`config.mk`:
```
export PLATFORM = sky130hd
export DESIGN_NAME = ladybird_axi_arbiter
export DESIGN_NICKNAME = d
export VERILOG_FILES = /design/src/rtl/ladybird_axi_arbiter.sv
export SDC_FILE = /design/constraint.sdc
export NUM_CORES = 1
export LEC_CHECK = 0
export CAP_MARGIN = 30
export CORE_AREA = 2 2 179 181
export CTS_CLUSTER_SIZE = 10
export DETAILED_ROUTE_END_ITERATION = 8
export DIE_AREA = 0 0 181 183
export SKIP_LAST_GASP = 1
export SLEW_MARGIN = 20
export SYNTH_ARGS = -nofsm -noshare
export SYNTH_HDL_FRONTEND = slang
export SYNTH_SLANG_ARGS = --single-unit
export TNS_END_PERCENT = 50
```
`constraint.sdc`:
```
create_clock -name clk -period 3.6 [get_ports clk]
set_clock_uncertainty 0.2 [all_clocks]
set_input_delay 0.72 -clock clk [delete_from_list [all_inputs] [get_ports clk]]
set_output_delay 0.72 -clock clk [all_outputs]
set_load 0.05 [all_outputs]
```
`src/rtl/ladybird_axi_arbiter.sv`:
```
// ladybird_axi_arbiter: two-master to one-slave AXI4-Lite arbiter with independent read and write channels.
// Define LADYBIRD_AXI_ARBITER_ROUND_ROBIN_EN for round-robin tie breaking; otherwise master 0 always wins ties.
module ladybird_axi_arbiter #(
  parameter int AXI_ADDR_W = 32,
  parameter int AXI_DATA_W = 32
) (
  input  logic                    clk,
  input  logic                    rst,
  input  logic                    m0_arvalid,
  input  logic [AXI_ADDR_W-1:0]   m0_araddr,
  input  logic [2:0]              m0_arprot,
  output logic                    m0_arready,
  output logic                    m0_rvalid,
  output logic [AXI_DATA_W-1:0]   m0_rdata,
  output logic [1:0]              m0_rresp,
  input  logic                    m0_rready,
  input  logic                    m0_awvalid,
  input  logic [AXI_ADDR_W-1:0]   m0_awaddr,
  input  logic [2:0]              m0_awprot,
  output logic                    m0_awready,
  input  logic                    m0_wvalid,
  input  logic [AXI_DATA_W-1:0]   m0_wdata,
  input  logic [AXI_DATA_W/8-1:0] m0_wstrb,
  output logic                    m0_wready,
  output logic                    m0_bvalid,
  output logic [1:0]              m0_bresp,
  input  logic                    m0_bready,
  input  logic                    m1_arvalid,
  input  logic [AXI_ADDR_W-1:0]   m1_araddr,
  input  logic [2:0]              m1_arprot,
  output logic                    m1_arready,
  output logic                    m1_rvalid,
  output logic [AXI_DATA_W-1:0]   m1_rdata,
  output logic [1:0]              m1_rresp,
  input  logic                    m1_rready,
  input  logic                    m1_awvalid,
  input  logic [AXI_ADDR_W-1:0]   m1_awaddr,
  input  logic [2:0]              m1_awprot,
  output logic                    m1_awready,
  input  logic                    m1_wvalid,
  input  logic [AXI_DATA_W-1:0]   m1_wdata,
  input  logic [AXI_DATA_W/8-1:0] m1_wstrb,
  output logic                    m1_wready,
  output logic                    m1_bvalid,
  output logic [1:0]              m1_bresp,
  input  logic                    m1_bready,
  output logic                    s_arvalid,
  output logic [AXI_ADDR_W-1:0]   s_araddr,
  output logic [2:0]              s_arprot,
  input  logic                    s_arready,
  input  logic                    s_rvalid,
  input  logic [AXI_DATA_W-1:0]   s_rdata,
  input  logic [1:0]              s_rresp,
  output logic                    s_rready,
  output logic                    s_awvalid,
  output logic [AXI_ADDR_W-1:0]   s_awaddr,
  output logic [2:0]              s_awprot,
  input  logic                    s_awready,
  output logic                    s_wvalid,
  output logic [AXI_DATA_W-1:0]   s_wdata,
  output logic [AXI_DATA_W/8-1:0] s_wstrb,
  input  logic                    s_wready,
  input  logic                    s_bvalid,
  input  logic [1:0]              s_bresp,
  output logic                    s_bready,
  output logic [1:0]              rd_grant,
  output logic [1:0]              wr_grant
);
  typedef enum logic [1:0] {R_IDLE, R_ADDR, R_DATA} rd_state_t;
  typedef enum logic [1:0] {W_IDLE, W_ADDR, W_RESP} wr_state_t;
  rd_state_t  r_rd_state;
  wr_state_t  r_wr_state;
  logic [1:0] r_rd_grant;
  logic [1:0] r_wr_grant;
  logic       r_aw_done;
  logic       r_w_done;
  logic       w_rd_win;
  logic       w_wr_win;
  logic       w_rd_sel;
  logic       w_wr_sel;
  logic       w_rd_addr;
  logic       w_rd_data;
  logic       w_wr_addr;
  logic       w_wr_resp;
  logic       w_aw_fire;
  logic       w_w_fire;
  // w_*_win is the index of the master that would be granted this cycle
`ifdef LADYBIRD_AXI_ARBITER_ROUND_ROBIN_EN
  logic r_rd_last;
  logic r_wr_last;
  assign w_rd_win = (m0_arvalid && m1_arvalid) ? ~r_rd_last : m1_arvalid;
  assign w_wr_win = (m0_awvalid && m1_awvalid) ? ~r_wr_last : m1_awvalid;
`else
  assign w_rd_win = ~m0_arvalid;
  assign w_wr_win = ~m0_awvalid;
`endif
  assign rd_grant  = r_rd_grant;
  assign wr_grant  = r_wr_grant;
  assign w_rd_sel  = r_rd_grant[1];
  assign w_wr_sel  = r_wr_grant[1];
  assign w_rd_addr = r_rd_state == R_ADDR;
  assign w_rd_data = r_rd_state == R_DATA;
  assign w_wr_addr = r_wr_state == W_ADDR;
  assign w_wr_resp = r_wr_state == W_RESP;
  always_ff @(posedge clk) begin
    if (rst) begin
      r_rd_state <= R_IDLE;
      r_rd_grant <= 2'b00;
`ifdef LADYBIRD_AXI_ARBITER_ROUND_ROBIN_EN
      r_rd_last  <= 1'b1;
`endif
    end else begin
      case (r_rd_state)
        R_IDLE: if (m0_arvalid || m1_arvalid) begin
          r_rd_grant <= w_rd_win ? 2'b10 : 2'b01;
          r_rd_state <= R_ADDR;
`ifdef LADYBIRD_AXI_ARBITER_ROUND_ROBIN_EN
          r_rd_last  <= w_rd_win;
`endif
        end
        R_ADDR: if (s_arvalid && s_arready) r_rd_state <= R_DATA;
        R_DATA: if (s_rvalid && s_rready) begin
          r_rd_grant <= 2'b00;
          r_rd_state <= R_IDLE;
        end
        default: r_rd_state <= R_IDLE;
      endcase
    end
  end
  assign s_arvalid  = w_rd_addr && (w_rd_sel ? m1_arvalid : m0_arvalid);
  assign s_araddr   = w_rd_sel ? m1_araddr : m0_araddr;
  assign s_arprot   = w_rd_sel ? m1_arprot : m0_arprot;
  assign m0_arready = w_rd_addr && r_rd_grant[0] && s_arready;
  assign m1_arready = w_rd_addr && r_rd_grant[1] && s_arready;
  assign m0_rvalid  = w_rd_data && r_rd_grant[0] && s_rvalid;
  assign m1_rvalid  = w_rd_data && r_rd_grant[1] && s_rvalid;
  assign m0_rdata   = s_rdata;
  assign m1_rdata   = s_rdata;
  assign m0_rresp   = s_rresp;
  assign m1_rresp   = s_rresp;
  assign s_rready   = w_rd_data && (w_rd_sel ? m1_rready : m0_rready);
  assign w_aw_fire  = s_awvalid && s_awready;
  assign w_w_fire   = s_wvalid && s_wready;
  // AW and W complete independently; the done flags keep each from being reissued
  always_ff @(posedge clk) begin
    if (rst) begin
      r_wr_state <= W_IDLE;
      r_wr_grant <= 2'b00;
      r_aw_done  <= 1'b0;
      r_w_done   <= 1'b0;
`ifdef LADYBIRD_AXI_ARBITER_ROUND_ROBIN_EN
      r_wr_last  <= 1'b1;
`endif
    end else begin
      case (r_wr_state)
        W_IDLE: if (m0_awvalid || m1_awvalid) begin
          r_wr_grant <= w_wr_win ? 2'b10 : 2'b01;
          r_wr_state <= W_ADDR;
`ifdef LADYBIRD_AXI_ARBITER_ROUND_ROBIN_EN
          r_wr_last  <= w_wr_win;
`endif
        end
        W_ADDR: if ((r_aw_done || w_aw_fire) && (r_w_done || w_w_fire)) begin
          r_aw_done  <= 1'b0;
          r_w_done   <= 1'b0;
          r_wr_state <= W_RESP;
        end else begin
          r_aw_done  <= r_aw_done || w_aw_fire;
          r_w_done   <= r_w_done || w_w_fire;
        end
        W_RESP: if (s_bvalid && s_bready) begin
          r_wr_grant <= 2'b00;
          r_wr_state <= W_IDLE;
        end
        default: r_wr_state <= W_IDLE;
      endcase
    end
  end
  assign s_awvalid  = w_wr_addr && !r_aw_done && (w_wr_sel ? m1_awvalid : m0_awvalid);
  assign s_awaddr   = w_wr_sel ? m1_awaddr : m0_awaddr;
  assign s_awprot   = w_wr_sel ? m1_awprot : m0_awprot;
  assign s_wvalid   = w_wr_addr && !r_w_done && (w_wr_sel ? m1_wvalid : m0_wvalid);
  assign s_wdata    = w_wr_sel ? m1_wdata : m0_wdata;
  assign s_wstrb    = w_wr_sel ? m1_wstrb : m0_wstrb;
  assign m0_awready = w_wr_addr && !r_aw_done && r_wr_grant[0] && s_awready;
  assign m1_awready = w_wr_addr && !r_aw_done && r_wr_grant[1] && s_awready;
  assign m0_wready  = w_wr_addr && !r_w_done && r_wr_grant[0] && s_wready;
  assign m1_wready  = w_wr_addr && !r_w_done && r_wr_grant[1] && s_wready;
  assign m0_bvalid  = w_wr_resp && r_wr_grant[0] && s_bvalid;
  assign m1_bvalid  = w_wr_resp && r_wr_grant[1] && s_bvalid;
  assign m0_bresp   = s_bresp;
  assign m1_bresp   = s_bresp;
  assign s_bready   = w_wr_resp && (w_wr_sel ? m1_bready : m0_bready);
endmodule

```
---- After elaboration in Yosys (flattened, before gate mapping) ----
Index checks and enable logic that the tools add are counted.
storage, ports and cells
  output and inout bits ................... 197
  register bits after elaboration ......... 10
  input bits .............................. 265
  logic and storage cells ................. 90
cells by class
  multiplexer cells ....................... 27
  eq/ne operators ......................... 10
  reductions and logical operators ........ 47
operators with widths
  operator            count
  $mux 32             3
  $logic_and 1x1->1   33
  $mux 2              10
  $pmux 2 s3          2
  $reduce_and 3->1    4
  $ne 2x1->1 const B  4
  $pmux 2 s2          2
  $mux 1              7
  $mux 3              2
  $eq 2x1->1 const B  2
  $eq 2x2->1 const B  2
  $logic_not 2->1     2
  $logic_or 1x1->1    4
  $mux 4              1
  $ne 2x2->1 const B  2
  $reduce_bool 2->1   2
  $logic_not 1->1     2

---- Logic depth before layout (Yosys ltp) ----
Gate-level depths: netlist (run 1).
  depth in word-level cells ............... 8
  depth in mapped cells ................... 5

---- Least setup slack after synthesis (run 1) ----
OpenSTA, ideal clock, no wires.
  kind .................................... register to output
  start point ............................. register r_wr_grant[1], in the netlist wr_grant[1]
  end point ............................... output port s_wvalid
  path buffers ............................ 1
  data required time ...................... 2.680 ns
  setup slack ............................. 0.691 ns
  cell stages (with the launch flop) ...... 4
  arrival ................................. 1.989 ns
  cell sequence ........................... dfxtp_1 buf_6 mux2i_1 nor3_1
between the ends
  word-level cells in the longest chain between the ends .. 2
ends and longest elaborated chain
  what                      RTL line  text
  start: declaration        74        logic [1:0] r_wr_grant;
  start signal: assignment  157       r_wr_grant <= w_wr_win ? 2'b10 : 2'b01;
  $mux 1                    182       assign s_wvalid = w_wr_addr && !r_w_done && (w_wr_sel ? m1_wvalid : m0_wvalid);
  $logic_and 1x1->1         182
  end: declaration          59        output logic s_wvalid,
No other way between the ends.

---- Worst setup path after layout (run 1) ----
  start point ............................. input port m1_wvalid
  end point ............................... output port s_wvalid
between the ends
  word-level cells in the longest chain between the ends .. 2
ends and longest elaborated chain
  what                RTL line  text
  start: declaration  40        input logic m1_wvalid,
  $mux 1              182
  $logic_and 1x1->1   182
No other way between the ends.

==> results of run 1 <==
sequential cells by signal (all words and copies together), names as in the netlist:
| name | count |
|---|---|
| r_aw_done | 1 |
| r_rd_state | 2 |
| r_w_done | 1 |
| r_wr_state | 2 |
| rd_grant | 2 |
| wr_grant | 2 |
cell usage after synthesis:
cell type | count | area [um2]
a21o_1 | 1 | 7.510
nor4_1 | 1 | 6.260
a22oi_1 | 1 | 7.510
buf_4 | 72 | 540.5
a2bb2oi_1 | 1 | 8.760
dfxtp_1 | 10 | 200.2
o41ai_1 | 1 | 8.760
o21bai_1 | 1 | 7.510
o221a_2 | 1 | 11.26
a221oi_1 | 1 | 8.760
clkbuf_1 | 2 | 7.510
a31oi_1 | 1 | 6.260
nand3_1 | 1 | 5.000
o21ai_0 | 3 | 15.01
and3_1 | 12 | 75.07
and2_1 | 2 | 12.51
o211ai_1 | 4 | 30.03
a21oi_1 | 5 | 25.02
mux2i_1 | 3 | 30.03
a31o_1 | 1 | 8.760
nor3_1 | 3 | 15.01
mux2_4 | 1 | 15.01
o22ai_1 | 1 | 6.260
nor2b_1 | 7 | 43.79
nand2_1 | 4 | 15.01
buf_2 | 13 | 65.06
buf_6 | 1 | 11.26
a2111oi_2 | 1 | 15.01
nor2_1 | 5 | 18.77
a32oi_1 | 1 | 8.760
nand2b_1 | 3 | 18.77
nand3b_1 | 1 | 7.510
inv_1 | 4 | 15.01
mux2_2 | 107 | 1205
cells in the final DEF (no fill, tap or decap), types with 3 or more instances in the layout:
cell,instances
buf_12,3
nor2b_1,7
mux2_2,107
buf_4,10
inv_1,4
nor2_1,5
dfxtp_1,8
nand2b_1,3
clkdlybuf4s50_1,344
o21ai_0,3
o211ai_1,4
mux2i_1,3
clkbuf_16,3
nor3_1,3
a21oi_1,5
and3_1,12
nand2_1,4
routing by layer:
metal  vias to the layer above  track usage [%]
met4                         0            2.081
met5                         -                0
met2                       187            11.58
li1                       1464                -
met3                        23            2.562
met1                      1381            8.045
path summary, 6_finish.rpt:
path	startpoint	to	slack (ps)	depth (start not counted)
min reg2reg	rd_grant[0]	rd_grant[0]	370	2
max reg2reg	wr_grant[1]	r_wr_state[0]	1780	3
max	m1_wvalid	s_wvalid	320	4
min	rd_grant[0]	rd_grant[0]	370	2
stage by stage:
stage | utilization, % | instance area, um2 | hold slack [ps]
4_1_cts | 19.32 | 6033 | 374.3
2_1_floorplan | - | 2482 | 300.0
5_1_grt | 19.32 | 6033 | 400.1
3_3_place_gp | 19.03 | 5944 | 359.0
6_report | 19.32 | 6033 | 371.4
3_5_place_dp | 19.03 | 5944 | 348.8
worst max-delay path: cells and delay by family:
| kind | cells | cell delay [ps] |
|---|---|---|
| buf+inv | 2 | 1310 |
| simple gates | 1 | 200 |
| mux | 1 | 130 |
cell families (layout without fill, tap and decap cells):
kind of cell | Yosys count | count (layout) | share of synthesized area [%]
multiplexers | 111 | 111 | 50.35
AO/OA/AOI/OAI | 24 | 24 | 7.057
buffers and inverters | 92 | 365 | 25.76
flip-flops | 10 | 10 | 8.064
AND/OR/NAND/NOR | 39 | 39 | 8.770
cell type report:
type | instances | area, um2
Sequential cell | 10 | 205.2
Inverter | 4 | 15.01
Tap cell | 402 | 503.0
Timing Repair Buffer | 357 | 3578
Clock buffer | 4 | 88.84
Multi-Input combinational cell | 174 | 1643
Fill cell | 3478 | 25200
power groups by stage:
stage                     clock [mW]  sequential [mW]  combinational, mW
after floorplan                    0            0.142              0.809
after global placement             0            0.142               1.08
after detailed placement           0            0.142               1.09
after CTS                      0.239            0.140               1.09
after global routing           0.248            0.142               1.13
final                          0.229            0.140               1.08
==> results.ini, run 1 <==
[floorplanning]
start_util_pct = 7.949
coreArea_um2 = 31230
dieArea_um2 = 33120
row_count = 65
dieWidth_um = 181
die_y_um = 183
io-pin-count = 462

[routing]
ant_nets = 0
drt-wirelength-per-cell_um = 13.19
drc = 0
drt_first_pass_iters = 4
wl_met2_mm = 6.066
drt_wl_total_mm = 12.55
top_layer = met4
initialDrtViolationCount = 75
vias = 3055
detail_route.vias_per_cell = 3.212
wl_met1_mm = 5.004
wl_met3_mm = 1.241

[job]
maxCapViolCount = 0

[yosys]
synthDistinctLibCells = 34
ys_ff_latch = 10
yosys_warnings = 0
syn-instance-count = 276
synth_seq_area_share_pct = 8.065
syn_nets = 541
netlist_area_um2 = 2482
syn_area_per_cell_um2 = 8.994

[power_and_ir_drop]
power_mw = 1.452
p_comb_share_pct = 74.6
clockPowerShare_pct = 15.8
p_int_mw = 0.8036
vdd_drop_max_mv = 0.1344
cellPowerDensity_nw_per_um2 = 240.6
p_leak_nw = 2.130
pwr-share-seq_pct = 9.6
power.switching_mw = 0.6479
swShare_pct = 44.64

[timing]
setup_viol = 0
hold_viol = 0
fin_crit_sh_pct = 91.05
fmax_mhz = 305.1
worst_slack_ps = 322.2
max_slew_margin_pct = 61.93
grt_setup_unrepaired = false
slew_viol_final = 0
setup-tns-final_ps = 0
fin_crit_ps = 3278
worst_pin_slew_ps = 569.2

[global_route]
grt_max_degree = 43
grt_pass1_wl_mm = 17.50
grt_overflow_total = 0
antenna_found_initial = 0
grt_util_all_layers_pct = 6.843
first_global_vias = 3104

[clock_network]
cts_root_buffer = clkbuf_16
cts-resized-gates = 0
h-tree-depth = 1
cts.clk_slew.worst_paths_ps = 50
cts_setup_buffers = 0
cts.sinks = 10
clock_latency_ps = 240
clockBufferDepth = 2
cts-buffers-inserted = 3
tritoncts = yes
cts_hold_buf = 0

[place]
place_hpwl_mm = 10.99
dp.cells = 947
port_buffers = 353
place_ws_ps = 321.4
gp_congestion = 0.7406

[critical_path]
crit_required_ps = 2680
cp_data_arrival_time_ps = 2360
worstSetupEndpointType = output pin
setup.worst_path.class = in2out
cpPeakStageDelay_ps = 840
crit_top_cell = clkdlybuf4s50_1
cp-start-kind = input port
cpMaxStageDelayCell = clkdlybuf4s50_1
crit_chain = clkdlybuf4s50_1 -> mux2i_1 -> nor3_1 -> clkdlybuf4s50_1
crit_path_max_fanout = 4

[layout]
diodes = 0
drive_gt1_share_pct = 23.50
nets = 815
area_delta_synth_final_pct = 143.0
fin_cells = 951

[outcome]
status = finished, final reports clean

[min_path]
hold_path.class = reg2reg

Note: power is estimated with default switching activity, not from simulation.
==> run 2, diff against run 1 <==
- GPL_TIMING_DRIVEN: default -> 0
- SETUP_SLACK_MARGIN: default -> 0.2
==> run 2 against run 1 <==
Combinational power rose by 29%. Critical path depth up 1. Largest power group unchanged. Register-to-register slack improved by 140 ps. Global-route usage up 1.4 points. Critical endpoint is now s_wdata[5]. Non-clock buffer count rose by 155. Final area increased by 22%. Critical path type is now reg2out. Via count rose by 20%. Core utilization rose by 4.2 points. Hold slack worse by 5.3 ps.
==> results.ini, run 2 (synthesis gave the netlist of run 1 again) <==
[outcome]
status = finished, final reports clean

[power_and_ir_drop]
p_leak_nw = 2.920
power_mw = 1.751
cellPowerDensity_nw_per_um2 = 238.1
vdd_drop_max_mv = 0.1041

[job]
maxCapViolCount = 0

[global_route]
use_met2_pct = 15.12
grt_overflow_total = 0
use_met1_pct = 9.235
grt_util_all_layers_pct = 8.203
met3_usage_pct = 2.661
grt_busiest_layer = met2
grt_pass1_wl_mm = 21.14
antenna_found_initial = 2
grt_max_degree = 11
first_global_vias = 3875

[clock_network]
cts.clk_slew.worst_paths_ps = 40
clockBufferDepth = 2
cts_setup_buffers = 0
clock_latency_ps = 240
cts.sinks = 10
tritoncts = yes
h-tree-depth = 1
cts_root_buffer = clkbuf_16
cts-buffers-inserted = 3

[floorplanning]
io-pin-count = 462
coreArea_um2 = 31230
die_y_um = 183
start_util_pct = 7.949
dieWidth_um = 181
row_count = 65
dieArea_um2 = 33120

[timing]
holdWs_ps = 366.1
slew_viol_final = 0
max_slew_margin_pct = 59.34
worst_slack_ps = 271.8
worst_pin_slew_ps = 608.9
fmax_mhz = 300.5
fin_crit_sh_pct = 92.45
fin_crit_ps = 3328
hold_viol = 0
setup-tns-final_ps = 0
setup_viol = 0
grt_setup_unrepaired = true

[place]
gp_congestion = 0.7393
port_buffers = 424
place_hpwl_mm = 13.53
placed_cell_area_um2 = 7229
place_ws_ps = 224.4
dp.cells = 1102

[critical_path]
r2r_setup_slack_ps = 1920
setup.worst_path.class = reg2out
crit_required_ps = 2680
cpMaxStageDelayCell = clkdlybuf4s50_1
crit_top_cell = buf_2
worstSetupEndpointType = output pin
crit_chain = buf_6 -> buf_2 -> buf_2 -> mux2_2 -> clkdlybuf4s50_1
cpPeakStageDelay_ps = 710
cp-start-kind = flop
crit_path_max_fanout = 10
cp_data_arrival_time_ps = 2410

[layout]
seq_area_um2 = 200.2
fillerInstances = 3389
final_core_util_pct = 23.55
nets = 970
fin_cells = 1108
drive_gt1_share_pct = 28.41
final_cell_mix = clkdlybuf4s50_1 (411), mux2_2 (107), buf_4 (72)
area_delta_synth_final_pct = 196.3
final_area_um2 = 7356
multiInputGateArea_um2 = 1643
layout_commonest_cell = clkdlybuf4s50_1

[routing]
vias = 3653
detail_route.vias_per_cell = 3.297
drt_first_pass_iters = 4
drc = 0
drt_wl_total_mm = 15.01
initialDrtViolationCount = 56
drt-wirelength-per-cell_um = 13.55
ant_nets = 0

[min_path]
hold_path.class = reg2reg

[run 2: cell types whose count changed in the layout (fill, tap and decap cells not counted), sizes merged]
cell	previous run	this run
diode	0	2
clkbuf	4	6
buf	13	86
clkdlybuf4s50	344	411
dlymetal6s2s	0	13
[run 2: layout make-up]
cell class              instances  share of cell area, %
flip-flops and latches         10                  2.722
well taps                     402                  6.838
inverters                       4                 0.2041
clock buffers                   4                  1.208
repair buffers                424                  58.14
plain buffers                  88                  8.488
multi-input cells             174                  22.33
diodes                          2                0.06804
[run 2: path summary, 6_finish.rpt]
path,startpoint,end,cells after the start
setup / recovery,wr_grant[1],s_wdata[5],5
hold / removal,r_rd_state[1],r_rd_state[0],1
setup reg to reg,wr_grant[1],r_wr_state[0],4
hold reg to reg,r_rd_state[1],r_rd_state[0],1
[run 2: where the power goes]
group | internal (mW) | switching (mW) | total, mW | leakage, nW
clock | 0.168 | 0.0604 | 0.228 | 0.0442
sequential | 0.120 | 0.0106 | 0.130 | 0.0824
combinational | 0.632 | 0.761 | 1.39 | 2.79
total | 0.919 | 0.832 | 1.75 | 2.92
[run 2: critical path: cells and delay by family (launching register included)]
family                 cells  cell delay (ps)
DFF                        1              340
buffers and inverters      4             1420
muxes                      1              400
[run 2: what timing repair did]
action                                 in CTS  in global routing
endpoints found under the hold margin       0                  0
resized for setup                           0                 13
setup endpoints to repair                   0                 26
hold buffers                                0                  0
[run 2: per-layer routing]
layer,share of wire (%),wire (um)
met1,38,5753
met2,52,7758
met3,9.1,1362
met4,0.91,136
met5,0,0
==> RTL change 1 (config.mk and constraints of run 1) <==
Change the parameter `AXI_ADDR_W` from 32 to 36.
--- a/src/rtl/ladybird_axi_arbiter.sv
+++ b/src/rtl/ladybird_axi_arbiter.sv
@@ -1,7 +1,7 @@
 // ladybird_axi_arbiter: two-master to one-slave AXI4-Lite arbiter with independent read and write channels.
 // Define LADYBIRD_AXI_ARBITER_ROUND_ROBIN_EN for round-robin tie breaking; otherwise master 0 always wins ties.
 module ladybird_axi_arbiter #(
-  parameter int AXI_ADDR_W = 32,
+  parameter int AXI_ADDR_W = 36,
   parameter int AXI_DATA_W = 32
 ) (
   input  logic                    clk,
Interface: changed (6 resized); port bits go from 462 to 486. The function was not compared with the original's and may differ.
==> RTL change 1 against run 1 <==
Total power is 19% higher. Setup slack better by 0.095 ns. Worst hold slack got worse by 0.050 ns. Sequential cell count did not move. Routed wire length up 11%. Synthesized area grew 3.4%. Design area up 4.9%. Clock power down 4%. Final cell count grew 2.7%. Largest power group unchanged.
==> RTL change 1: results (changes against run 1) <==
<table>
<tr><th>Metric</th><th>Value</th></tr>
<tr><th colspan="2">Global routing</th></tr>
<tr><td>Total routing resource utilization after global routing</td><td>7.48% (+0.64 points)</td></tr>
<tr><td>First-pass GRT wire length</td><td>19100 µm (+9.2%)</td></tr>
<tr><td>Vias in the first global route</td><td>3176 (+2.3%)</td></tr>
<tr><td>GR met2 Demand/Resource</td><td>12.6% (+1.1 points)</td></tr>
<tr><th colspan="2">Place</th></tr>
<tr><td>Worst setup timing slack at the placement stage</td><td>0.429 ns (+0.107 ns)</td></tr>
<tr><td>Post-DP Area</td><td>0.00624 mm² (+4.9%)</td></tr>
<tr><td>Placed wire-length estimate</td><td>12200 µm (+11%)</td></tr>
<tr><th colspan="2">Setup path</th></tr>
<tr><td>Worst reg2reg path depth</td><td>5 (+2)</td></tr>
<tr><td>R2R setup slack</td><td>1.64 ns (-0.14 ns)</td></tr>
<tr><td>Endpoint of the worst setup timing path</td><td>s_araddr[7]</td></tr>
<tr><td>Largest incremental delay on the critical path</td><td>0.79 ns (-0.05 ns)</td></tr>
<tr><td>Critical Path Fanout Max</td><td>1 (-3)</td></tr>
<tr><th colspan="2">Power</th></tr>
<tr><td>P_clk</td><td>0.000220 W (-4%)</td></tr>
<tr><td>Switching part of the total power</td><td>47.2% (+2.6 points)</td></tr>
<tr><td>Combinational cell power</td><td>0.00136 W (+26%)</td></tr>
<tr><td>IR Drop Worst-Case VDD</td><td>107 µV (-20%)</td></tr>
<tr><th colspan="2">Hold path</th></tr>
<tr><td>Worst hold path startpoint</td><td>r_aw_done</td></tr>
<tr><th colspan="2">Layout</th></tr>
<tr><td>Number of non-clock inverters</td><td>3 (-1)</td></tr>
<tr><td>Area occupied by multi-input gates</td><td>0.00172 mm² (+4.6%)</td></tr>
<tr><td>Multi-input gates</td><td>176 (+1.1%)</td></tr>
<tr><td>Count of nets after finishing</td><td>857 (+5.2%)</td></tr>
<tr><td>Bufs w/o clock</td><td>382 (+7.0%)</td></tr>
<tr><th colspan="2">Synthesis</th></tr>
<tr><td>List of most frequent post-synthesis cells</td><td>sky130_fd_sc_hd__mux2_2, sky130_fd_sc_hd__buf_4, sky130_fd_sc_hd__buf_2</td></tr>
<tr><td>Top area cells in the synthesized netlist</td><td>sky130_fd_sc_hd__mux2_2, sky130_fd_sc_hd__buf_4, sky130_fd_sc_hd__dfxtp_1, sky130_fd_sc_hd__mux2_1, sky130_fd_sc_hd__and3_1</td></tr>
<tr><td>Synth Area in Compound Gates</td><td>4.04% (-3.0 points)</td></tr>
<tr><td>Net count of the mapped netlist</td><td>558 (+3.1%)</td></tr>
<tr><th colspan="2">Timing</th></tr>
<tr><td>Period utilisation layout</td><td>88.4% (-2.6 points)</td></tr>
<tr><th colspan="2">Run status</th></tr>
<tr><td>Result of the run</td><td>finished, final reports clean</td></tr>
<tr><th colspan="2">Route</th></tr>
<tr><td>Wire length reported by the detailed router</td><td>13900 µm (+11%)</td></tr>
</table>
-- RTL change 1: changes by cell type after synthesis, moves of 3 or more --
cell,before,now
sky130_fd_sc_hd__nor2b_1,7,2
sky130_fd_sc_hd__nor2_1,5,10
sky130_fd_sc_hd__mux2_1,0,6
sky130_fd_sc_hd__nor3_1,3,6
sky130_fd_sc_hd__a21oi_1,5,1
sky130_fd_sc_hd__o211ai_1,4,0
-- RTL change 1: metrics by stage --
step | hold WS [ns] | instances
2_1_floorplan | 0.289 | 277
3_3_place_gp | 0.305 | 973
4_1_cts | 0.322 | 977
6_report | 0.322 | 977
5_1_grt | 0.366 | 977
3_5_place_dp | 0.312 | 973
-- RTL change 1: critical path, delay by kind of cell --
| family | cells | cell delay [ns] |
|---|---|---|
| multiplexers | 1 | 0.18 |
| buffers and inverters | 2 | 1.36 |
-- RTL change 1: routing by layer --
layer  wire length [µm]  share of wire (%)
met5                  0                  0
met1               5950                 43
met3                998                7.2
met4                 60               0.43
met2               6890                 50
==> RTL change 2 (settings of run 1) <==
Without the edit above. The 3 states of `wr_state_t` get a one-hot encoding in 3 bits.
--- a/src/rtl/ladybird_axi_arbiter.sv
+++ b/src/rtl/ladybird_axi_arbiter.sv
@@ -67,7 +67,7 @@
   output logic [1:0]              wr_grant
 );
   typedef enum logic [1:0] {R_IDLE, R_ADDR, R_DATA} rd_state_t;
-  typedef enum logic [1:0] {W_IDLE, W_ADDR, W_RESP} wr_state_t;
+  typedef enum logic [2:0] {W_IDLE = 3'b001, W_ADDR = 3'b010, W_RESP = 3'b100} wr_state_t;
   rd_state_t  r_rd_state;
   wr_state_t  r_wr_state;
   logic [1:0] r_rd_grant;
Function: no difference found for any inputs over 10 cycles, from zero or initial values and one cycle with rst high; not proved beyond that.
==> RTL change 2 against run 1 <==
Synthesized area is 3.8% higher. Routed wire length rose by 18%. Setup slack better by 0.071 ns. Design area rose by 1.2%. Sequential cell count grew 1. Critical path depth unchanged. Clock power down 9.6%. Sequential share of layout area is 0.29 points higher. Total power rose by 11%. Critical path type unchanged. Critical endpoint is now s_rready.
==> RTL change 2: results (changes against run 1) <==
<table>
<tr><th>Metric</th><th>Value</th></tr>
<tr><th colspan="2">Layout</th></tr>
<tr><td>Share of cells above drive strength 1</td><td>27.6% (+4.1 points)</td></tr>
<tr><td>Share of cell area taken by flip-flops and latches</td><td>3.69% (+0.29 points)</td></tr>
<tr><td>Area occupied by multi-input gates</td><td>0.00172 mm² (+4.4%)</td></tr>
<tr><td>Syn-to-layout area delta</td><td>137%</td></tr>
<tr><td>Buffer share of cell area</td><td>58.4% (-0.94 points)</td></tr>
<tr><td>Total of fill cells in the finished design</td><td>3439 (-1.1%)</td></tr>
<tr><th colspan="2">Global routing</th></tr>
<tr><td>Total routing resource utilization after global routing</td><td>8.20% (+1.4 points)</td></tr>
<tr><td>Vias in the first global route</td><td>3376 (+8.8%)</td></tr>
<tr><td>Largest net degree at the start of global routing</td><td>29 (-33%)</td></tr>
<tr><th colspan="2">Timing</th></tr>
<tr><td>Transition time of the tightest slew-check pin</td><td>0.551 ns (-0.0178 ns)</td></tr>
<tr><td>Period utilisation layout</td><td>89.1% (-2.0 points)</td></tr>
<tr><th colspan="2">Synthesis</th></tr>
<tr><td>Unique cell type count in the Yosys netlist</td><td>40 (+18%)</td></tr>
<tr><td>Post-synthesis register bit count</td><td>11 (+1)</td></tr>
<tr><td>Gate Count Post-Synth</td><td>286 (+3.6%)</td></tr>
<tr><td>Synth Area in Compound Gates</td><td>5.49% (-1.6 points)</td></tr>
<tr><td>Net count of the mapped netlist</td><td>551 (+1.8%)</td></tr>
<tr><th colspan="2">Route</th></tr>
<tr><td>Wire length reported by the detailed router</td><td>14800 µm (+18%)</td></tr>
<tr><td>Average wire per cell in the routed design</td><td>15.4 µm (+16%)</td></tr>
<tr><th colspan="2">Setup path</th></tr>
<tr><td>CP Data Arrival Time</td><td>2.29 ns (-0.07 ns)</td></tr>
<tr><td>Largest incremental delay on the critical path</td><td>0.80 ns (-0.04 ns)</td></tr>
<tr><td>R2R setup slack</td><td>1.37 ns (-0.41 ns)</td></tr>
<tr><th colspan="2">Power</th></tr>
<tr><td>Static power due to leakage</td><td>2.19 nW (+2.7%)</td></tr>
<tr><td>Internal power component</td><td>0.000862 W (+7.3%)</td></tr>
<tr><td>Combinational share of power</td><td>76.6% (+2.0 points)</td></tr>
<tr><th colspan="2">Place</th></tr>
<tr><td>Final GP Congestion</td><td>0.714 (-3.6%)</td></tr>
<tr><td># placed instances</td><td>960 (+1.4%)</td></tr>
<tr><td>Worst setup timing slack at the placement stage</td><td>0.411 ns (+0.0900 ns)</td></tr>
<tr><th colspan="2">Run status</th></tr>
<tr><td>Result of the run</td><td>finished, final reports clean</td></tr>
</table>
RTL change 2: cell types whose count changed after synthesis, moves of 4 or more:
cell | before | now
sky130_fd_sc_hd__buf_1 | 0 | 5
sky130_fd_sc_hd__o211ai_1 | 4 | 0
sky130_fd_sc_hd__nor2_1 | 5 | 9
sky130_fd_sc_hd__nor3_1 | 3 | 7
sky130_fd_sc_hd__buf_2 | 13 | 8
sky130_fd_sc_hd__nor2b_1 | 7 | 3
RTL change 2: layer usage:
metal,vias to the layer above,GRT usage [%],part of all wire [%]
met5,-,0,0
met2,272,15.0,49
met3,17,2.84,11
li1,1495,-,-
met4,0,2.15,2.0
met1,1416,9.01,38
RTL change 2: final timing paths:
check / to / start / cells past startpoint
worst max-delay path: s_rready / m0_rready / 4
worst min-delay path: r_w_done / r_w_done / 2
worst max register to register: r_wr_state[0] / wr_grant[1] / 5
worst min register to register: r_w_done / r_w_done / 2
